<file path="src/rtl/zxuno_textsink.sv">
// ZXUNO register-bus text sink: CPU byte writes are queued in a FIFO and streamed out over valid/ready.
// Optional build macro TEXTSINK_TERMINATOR_EN turns a written 8'h00 into an end-of-string eol pulse.
module zxuno_textsink #(
   parameter logic [7:0] DATA_ADDR  = 8'hFD,
   parameter logic [7:0] STAT_ADDR  = 8'hFC,
   parameter int         DEPTH_LOG2 = 4
) (
   input  logic       clk,
   input  logic       rst,
   input  logic [7:0] zxuno_addr,
   input  logic       zxuno_regrd,
   input  logic       zxuno_regwr,
   input  logic       regaddr_changed,
   input  logic [7:0] din,
   output logic [7:0] dout,
   output logic       oe_n,
   output logic [7:0] char_out,
   output logic       char_valid,
   input  logic       char_ready,
   output logic       eol
);

   localparam int DEPTH = 1 << DEPTH_LOG2;
   localparam int CW    = DEPTH_LOG2 + 1;
   localparam logic [DEPTH_LOG2-1:0] PTR_ONE = 1;

   logic [7:0]            mem [DEPTH];
   logic [DEPTH_LOG2-1:0] wr_ptr, rd_ptr;
   logic [CW-1:0]         count;
   logic                  overflow;
   logic                  writing, stat_writing, rd_seen, wr_block;
   logic [7:0]            wbuf;
   logic [1:0]            sbuf;

   logic empty, full;
   logic data_hit, stat_hit, rd_hit, abort;
   logic data_commit, stat_commit, rd_commit;
   logic is_term, push_req, push_ok, drop, pop, flush;

   // NOTE: pure combinational decode is written as continuous assigns, so no latch can be inferred.
   assign empty       = (count == '0);
   assign full        = (count == CW'(DEPTH));
   assign char_valid  = !empty;
   assign char_out    = mem[rd_ptr];
   assign oe_n        = !(zxuno_addr == STAT_ADDR && zxuno_regrd);

   assign data_hit    = zxuno_regwr && (zxuno_addr == DATA_ADDR) && !wr_block;
   assign stat_hit    = zxuno_regwr && (zxuno_addr == STAT_ADDR) && !wr_block;
   assign rd_hit      = zxuno_regrd && (zxuno_addr == STAT_ADDR);
   assign abort       = regaddr_changed && (zxuno_addr == DATA_ADDR);

   // A write takes effect on the first cycle after its strobe drops.
   assign data_commit = writing && !data_hit && !abort;
   assign stat_commit = stat_writing && !stat_hit;
   assign rd_commit   = rd_seen && !rd_hit;

`ifdef TEXTSINK_TERMINATOR_EN
   assign is_term     = (wbuf == 8'h00);
`else
   assign is_term     = 1'b0;
`endif

   assign flush       = stat_commit && sbuf[0];
   assign pop         = char_valid && char_ready && !flush;
   assign push_req    = data_commit && !is_term;
   assign push_ok     = push_req && (!full || pop);
   assign drop        = push_req && full && !pop;

   // NOTE: every clocked block uses non-blocking assignments so all state updates see pre-edge values.
   always_ff @(posedge clk or posedge rst) begin
      if (rst) begin
         writing      <= 1'b0;
         stat_writing <= 1'b0;
         rd_seen      <= 1'b0;
         wr_block     <= 1'b1;
         wbuf         <= 8'h00;
         sbuf         <= 2'b00;
      end else begin
         if (abort) begin
            writing <= 1'b0;
         end else if (data_hit) begin
            writing <= 1'b1;
            wbuf    <= din;
         end else begin
            writing <= 1'b0;
         end

         if (stat_hit) begin
            stat_writing <= 1'b1;
            sbuf         <= din[1:0];
         end else begin
            stat_writing <= 1'b0;
         end

         // A strobe still high after an abort or reset must be released before it counts again.
         if (abort && zxuno_regwr)
            wr_block <= 1'b1;
         else if (!zxuno_regwr)
            wr_block <= 1'b0;

         rd_seen <= rd_hit;
      end
   end

   always_ff @(posedge clk or posedge rst) begin
      if (rst) begin
         wr_ptr <= '0;
         rd_ptr <= '0;
         count  <= '0;
      end else if (flush) begin
         wr_ptr <= '0;
         rd_ptr <= '0;
         count  <= '0;
      end else begin
         if (push_ok) wr_ptr <= wr_ptr + PTR_ONE;
         if (pop)     rd_ptr <= rd_ptr + PTR_ONE;
         count <= count + CW'(push_ok) - CW'(pop);
      end
   end

   // NOTE: the storage array is deliberately not reset; the pointers alone define what is valid.
   always_ff @(posedge clk) begin
      if (push_ok) mem[wr_ptr] <= wbuf;
   end

   // A dropped push wins over any clear arriving in the same cycle.
   always_ff @(posedge clk or posedge rst) begin
      if (rst)
         overflow <= 1'b0;
      else if (drop)
         overflow <= 1'b1;
      else if ((stat_commit && sbuf[1]) || rd_commit)
         overflow <= 1'b0;
   end

   always_ff @(posedge clk or posedge rst) begin
      if (rst) dout <= 8'h00;
      else     dout <= {overflow, full, empty, 5'(count)};
   end

`ifdef TEXTSINK_TERMINATOR_EN
   logic eol_pending;

   // Terminators seen while characters are queued wait for the drain; repeats merge.
   always_ff @(posedge clk or posedge rst) begin
      if (rst) begin
         eol         <= 1'b0;
         eol_pending <= 1'b0;
      end else begin
         eol <= 1'b0;
         if (data_commit && is_term) begin
            if (empty) eol         <= 1'b1;
            else       eol_pending <= 1'b1;
         end else if (eol_pending && empty) begin
            eol         <= 1'b1;
            eol_pending <= 1'b0;
         end
      end
   end
`else
   assign eol = 1'b0;
`endif

endmodule
</file>
<file path="config.mk">
export PLATFORM = sky130hd
export DESIGN_NAME = zxuno_textsink
export DESIGN_NICKNAME = d
export VERILOG_FILES = /design/src/rtl/zxuno_textsink.sv
export SDC_FILE = /design/constraint.sdc
export NUM_CORES = 1
export LEC_CHECK = 0
export CORE_MARGIN = 8
export CORE_UTILIZATION = 30
export CTS_CLUSTER_SIZE = 8
export DETAILED_ROUTE_END_ITERATION = 8
export PLACE_DENSITY = 0.55
export SLEW_MARGIN = 5
export SYNTH_ARGS = -nofsm -noshare
export SYNTH_HDL_FRONTEND = slang
export SYNTH_SLANG_ARGS = --single-unit
</file>
<file path="constraint.sdc">
create_clock -name clk -period 3.3 [get_ports clk]
set_clock_uncertainty 0.1 [all_clocks]
set_input_delay 0.99 -clock clk [delete_from_list [all_inputs] [get_ports clk]]
set_output_delay 0.99 -clock clk [all_outputs]
set_load 0.005 [all_outputs]
</file>
## After elaboration in Yosys (flattened, before gate mapping)

Memories as Yosys holds them, arrays and structs flattened.
Index checks and enable logic that the tools add are counted.

| operators by class | value |
|---|---|
| equality and inequality tests | 4 |
| reduce and logical (&&, ||, !) cells | 34 |
| add/sub/neg operators | 4 |
| bitwise gates (word level) | 1 |
| multiplexer cells | 14 |

Operators by type and width:

| kind | number |
|---|---|
| $logic_and 1x1->1 | 18 |
| $eq 8x8->1 const B | 2 |
| $mux 4 | 4 |
| $logic_not 1->1 | 9 |
| $mux 1 | 9 |
| $add 4x1->4 const B | 2 |
| $reduce_bool 2->1 | 3 |
| $add 5x1->5 | 1 |
| $eq 5x5->1 const B | 1 |
| $logic_not 5->1 | 1 |
| $mux 5 | 1 |
| $sub 5x1->5 | 1 |
| $logic_or 1x1->1 | 2 |
| $ne 2x1->1 const B | 1 |
| $reduce_and 2->1 | 1 |
| $not 1->1 | 1 |

| storage, ports and cells | value |
|---|---|
| register bits after elaboration | 36 |
| input bits | 22 |
| RAM bits | 128 |
| memories | 1 |
| logic and storage cells | 69 |

Memories:

| memory | words | bits a word | rd ports | clocked after Yosys merged registers in | write ports | RTL line | text |
|---|---|---|---|---|---|---|---|
| mem | 16 | 8 | 1 | 0 | 1 | 27 | `logic [7:0] mem [DEPTH];` |

## Longest topological paths before layout

Gate-level depths: netlist (run 1).

| logic depth | value |
|---|---|
| word-level depth | 13 |
| mapped depth | 13 |
| mapped depth without buffers | 12 |

## Worst setup path after synthesis (run 1)

Ideal clock, no wire load.

| path | value |
|---|---|
| path kind | input-to-reg |
| start point | input port zxuno_addr[6] |
| end point | register count[4] |
| data arrival time | 3.180 ns |
| setup time | 0.078 ns |
| buffers on the path | 1 |
| stages | 11 |
| path slack | -0.058 ns |
| cell sequence | and4_1 buf_2 a31oi_1 nor2_1 mux2_2 ha_1 fa_1 a21oi_1 nor2_1 or3_1 a21oi_1 |

| on the way | value |
|---|---|
| longest elaborated chain between the ends | 13 |

Ends and longest elaborated chain:

| item | RTL line | text |
|---|---|---|
| start, declared | 10 | `input logic [7:0] zxuno_addr,` |
| $eq 8x8->1 | 48 | `assign stat_hit = zxuno_regwr && (zxuno_addr == STAT_ADDR) && !wr_block;` |
| $logic_and 1x1->1 (2 in a row) | 48 |  |
| $logic_not 1->1 | 54 | `assign stat_commit = stat_writing && !stat_hit;` |
| $logic_and 1x1->1 | 54 |  |
| $logic_and 1x1->1 | 63 | `assign flush = stat_commit && sbuf[0];` |
| $logic_not 1->1 | 64 | `assign pop = char_valid && char_ready && !flush;` |
| $logic_and 1x1->1 | 64 |  |
| $logic_or 1x1->1 | 66 | `assign push_ok = push_req && (!full \|\| pop);` |
| $logic_and 1x1->1 | 66 |  |
| $add 5x1->5 | 117 | `count <= count + CW'(push_ok) - CW'(pop);` |
| $sub 5x1->5 | 117 |  |
| $mux 5 (*) | 110 | `end else if (flush) begin` |
| end signal, assigned | 117 |  |
| end, declared | 29 | `logic [CW-1:0] count;` |

Mark *: on every way between the ends. The rest lies on a longest branch, timed or not.
A chain may end at the register's enable or synchronous reset.

## Worst setup path after layout (run 1)

| path | value |
|---|---|
| start point | register rd_ptr[0] |
| end point | output port char_out[7] |

| on the way | value |
|---|---|
| longest elaborated chain between the ends | 1 |

Ends and longest elaborated chain:

| item | RTL line | text |
|---|---|---|
| start, declared | 28 | `logic [DEPTH_LOG2-1:0] wr_ptr, rd_ptr;` |
| start signal, assigned | 116 | `if (pop) rd_ptr <= rd_ptr + PTR_ONE;` |
| $mem_v2 16x8 | - |  |
| end, declared | 17 | `output logic [7:0] char_out,` |

No other way between the ends.

==> results of run 1 <==
report_power, final:
| group | total [W] | switching (W) | internal [W] | leakage (nW) |
|---|---|---|---|---|
| logic | 0.00175 | 0.000697 | 0.00105 | 1.16 |
| clock network | 0.00182 | 0.000804 | 0.00102 | 0.267 |
| registers | 0.00245 | 0.000128 | 0.00232 | 1.74 |
cells in the mapped netlist (all sizes together) (3+ instances only):
cell type	instances
xor2	4
nor2	9
inv	12
mux4	40
ha	10
nand2	12
buf	10
o21ai	3
edfxtp	128
mux2	11
a21oi	7
nand3	7
a31oi	3
clkbuf	9
nand2b	3
nor4	15
dfrtp	35
through the flow:
step           TNS [ns]  cells
4_1_cts          -0.954    733
3_3_place_gp      -1.42    693
2_1_floorplan         0    349
5_1_grt           -1.21    733
3_5_place_dp      -1.58    693
6_report         -0.637    733
how the worst max path moves through the flow:
stage | startpoint | to | slack [ns] | depth (start not counted)
after detailed placement | zxuno_addr[1] | count[4] | -0.45 | 11
after CTS | rd_ptr[0] | char_out[7] | -0.14 | 5
after global routing | rd_ptr[0] | char_out[2] | -0.18 | 5
final | rd_ptr[0] | char_out[7] | -0.11 | 5
after floorplan | zxuno_addr[1] | count[4] | 0.01 | 10
after global placement | zxuno_addr[1] | count[4] | -0.42 | 11
timing repair:
action	CTS	global route
resized for setup	75	22
pin swaps	2	11
endpoints found under the setup margin	11	11
setup buffers	7	0
gates cloned	2	0
registers in the layout, summed over array words and instances (netlist names):
signal,cells
dout,8
wr_block,1
overflow,1
mem,128
rd_seen,1
count,5
sbuf,2
writing,1
wr_ptr,4
stat_writing,1
wbuf,8
rd_ptr,4
per-layer routing:
layer	part of all wire, %	wire [µm]
met4	0.98	138
met1	46	6480
met5	0	0
met3	5.4	755
met2	47	6660
final cells by class:
type | instances | share of cell area, %
clock buffers | 20 | 5.46
repair buffers | 86 | 10.1
well taps | 285 | 4.26
flip-flops and latches | 164 | 56.7
inverters | 12 | 0.538
multi-input cells | 154 | 21.7
clock inverters | 12 | 1.18
kinds of logic (layout without fill, tap and decap cells):
logic type      count (synthesis)  after routing  synth area share [%]
other cells                     1              1                0.0554
compound gates                 21             21                  2.22
buf+inv                        31            130                  2.38
xor+xnor                        6              6                 0.776
fa+ha+maj                      11             11                  2.14
simple gates                   63             63                  5.38
mux                            52             52                  16.9
flops                         164            164                  70.1
layout by cell type, fill, tap and decap left out, types with 5 or more instances in the layout:
cell and count:
a21oi_1 5, buf_4 38, buf_6 7, clkbuf_16 17, clkdlybuf4s50_1 20, dfrtp_1 34
dlymetal6s2s_1 10, edfxtp_1 128, ha_1 9, inv_1 12, mux2_2 10, mux4_2 39
nand2_1 12, nand3_1 7, nor2_1 8, nor4_1 15
worst reg2reg max path, delay by kind of cell, from the launching register on:
family	cells	cell delay [ns]
AOI/OAI and AO/OA	2	0.24
adders and majority gates	3	0.69
buffers and inverters	1	0.09
DFF	1	0.40
muxes	1	0.31
and+or+nand+nor	5	1.14
==> impl_metrics.py, run 1 <==
metrics = {
    "die": {
        "coreArea_um2": 22400,
        "dieHeight_um": 166,
        "start_util_pct": 30.3,
        "pin_count": 41,
        "fp.dieW_um": 166,
        "rows": 55,
        "dieArea_um2": 27600,
    },
    "finish": {
        "final_util_pct": 37.4,
        "layout-drive-gt1-share_pct": 34.2,
        "fillerInstances": 2027,
        "regArea_um2": 4750,
        "antennaDiodeCount": 0,
        "fin_area_um2": 8370,
        "multiInputGateArea_um2": 1820,
        "nNetsFinal": 468,
        "syn_to_final_growth_pct": 23.6,
    },
    "detailed_routing": {
        "first_iter_violations": 287,
        "routed_via_density": 4.72,
        "routedWlPerCell_um": 19.2,
        "vias": 3462,
        "drtPass1Iterations": 4,
        "wirelength_um": 14000,
        "remaining_drc_errors": 0,
        "antenna_left": 0,
    },
    "logic_synthesis": {
        "ys_ff_latch": 164,
        "synth_fp_nets": 382,
        "synth_top_area_share_pct": 56.8,
        "synth_edf_count": 128,
        "yosysSeqAreaShare_pct": 70.1,
        "synth_area_leaders": "edfxtp_1, dfrtp_1, mux4_1",
        "ys_warn_count": 0,
        "synthArstFlopShare_pct": 22.0,
        "synth_flop_cell": "edfxtp_1",
        "synthCells": 349,
        "synthDistinctLibCells": 47,
        "syn_avg_cell_area_um2": 19.4,
        "synth_top_cell_by_area": "edfxtp_1",
        "synth_area_um2": 6770,
    },
    "timing": {
        "relSlewSlack_pct": 60.0,
        "worst_pin_slew_ns": 0.594,
        "fin_crit_ns": 3.41,
        "worst_slack_ns": -0.109,
        "min_period_over_period_pct": 103,
        "hold_viol_final": 0,
        "rsz0062_at_grt": "true",
        "slew_violations": 0,
        "clock.fmax_ghz": 0.293,
        "hold_ws_ns": 0.311,
        "setup_viol": 7,
    },
    "global_route": {
        "grt.total_usage_pct": 10.5,
        "met1_usage_pct": 14.0,
        "grt_max_degree": 37,
        "grt_pass1_wl_um": 22000,
        "use_met2_pct": 16.3,
        "use_met3_pct": 2.80,
        "antenna_found_initial": 0,
        "top_usage_layer": "met2",
        "grt_overflow": 0,
        "grt_pass1_vias": 3668,
    },
    "placement": {
        "hpwl_um": 8990,
        "place_area_um2": 7730,
        "port_buffers": 39,
        "place_ws_ns": -0.451,
        "gp_congestion": 0.763,
    },
    "worst_setup_path": {
        "path_cells": "buf_8 > buf_12 > mux4_2 > mux4_2 > buf_2",
        "worst-path-buf-inv": 3,
        "r2r_slack_ns": 0.27,
        "reg2reg_depth": 12,
        "crit_path_top_delay_cell": "mux4_2",
        "crit_arrival_ns": 2.32,
        "crit_fanout": 6,
        "r2r-start": "count[3]",
        "cp_data_required_time_ns": 2.21,
        "timing.rr.end": "count[4]",
        "end_kind": "output port",
        "max_stage_delay_ns": 0.54,
        "crit_type": "flip-flop to output port",
        "crit_family": "multiplexers",
        "cpMostUsedCell": "mux4_2",
        "startpoint_type": "flip-flop",
    },
    "clocking": {
        "cts_buffer_depth": 2,
        "postCtsHoldBufs": 0,
        "cts_sinks": 164,
        "clk_pin_slew_ns": 0.06,
        "worstSkewPairLatency_ns": 0.42,
        "htree_levels": 4,
        "cts_tree": "done",
        "cts_root_buffer": "clkbuf_16",
        "cts_made_buffers": 17,
    },
    "hold_path": {
        "hp-class": "flip-flop to flip-flop",
        "min_to": "dout[2]",
        "whs_path_depth": 0,
        "min_from": "count[2]",
    },
    "status": {
        "violations": "setup timing",
        "outcome": "complete, but fails checks",
    },
    "power": {
        "p_leak_nw": 3.17,
        "ir_worst_vdd_v": 0.000414,
        "power_w": 0.00602,
        "power_density_nw_per_um2": 719,
    },
    "job": {
        "drv_cap": 0,
    },
}
No activity file was read; power rests on OpenSTA's default activity.
==> inputs of run 2 (changes only) <==
--- a/config.mk
+++ b/config.mk
@@ -9,6 +9,7 @@
 export CORE_UTILIZATION = 30
 export CTS_CLUSTER_SIZE = 8
 export DETAILED_ROUTE_END_ITERATION = 8
+export GPL_ROUTABILITY_DRIVEN = 0
 export PLACE_DENSITY = 0.55
 export SLEW_MARGIN = 5
 export SYNTH_ARGS = -nofsm -noshare
==> results of run 2 <==
No change in the layout: final DEF, timing and power equal those of run 1.
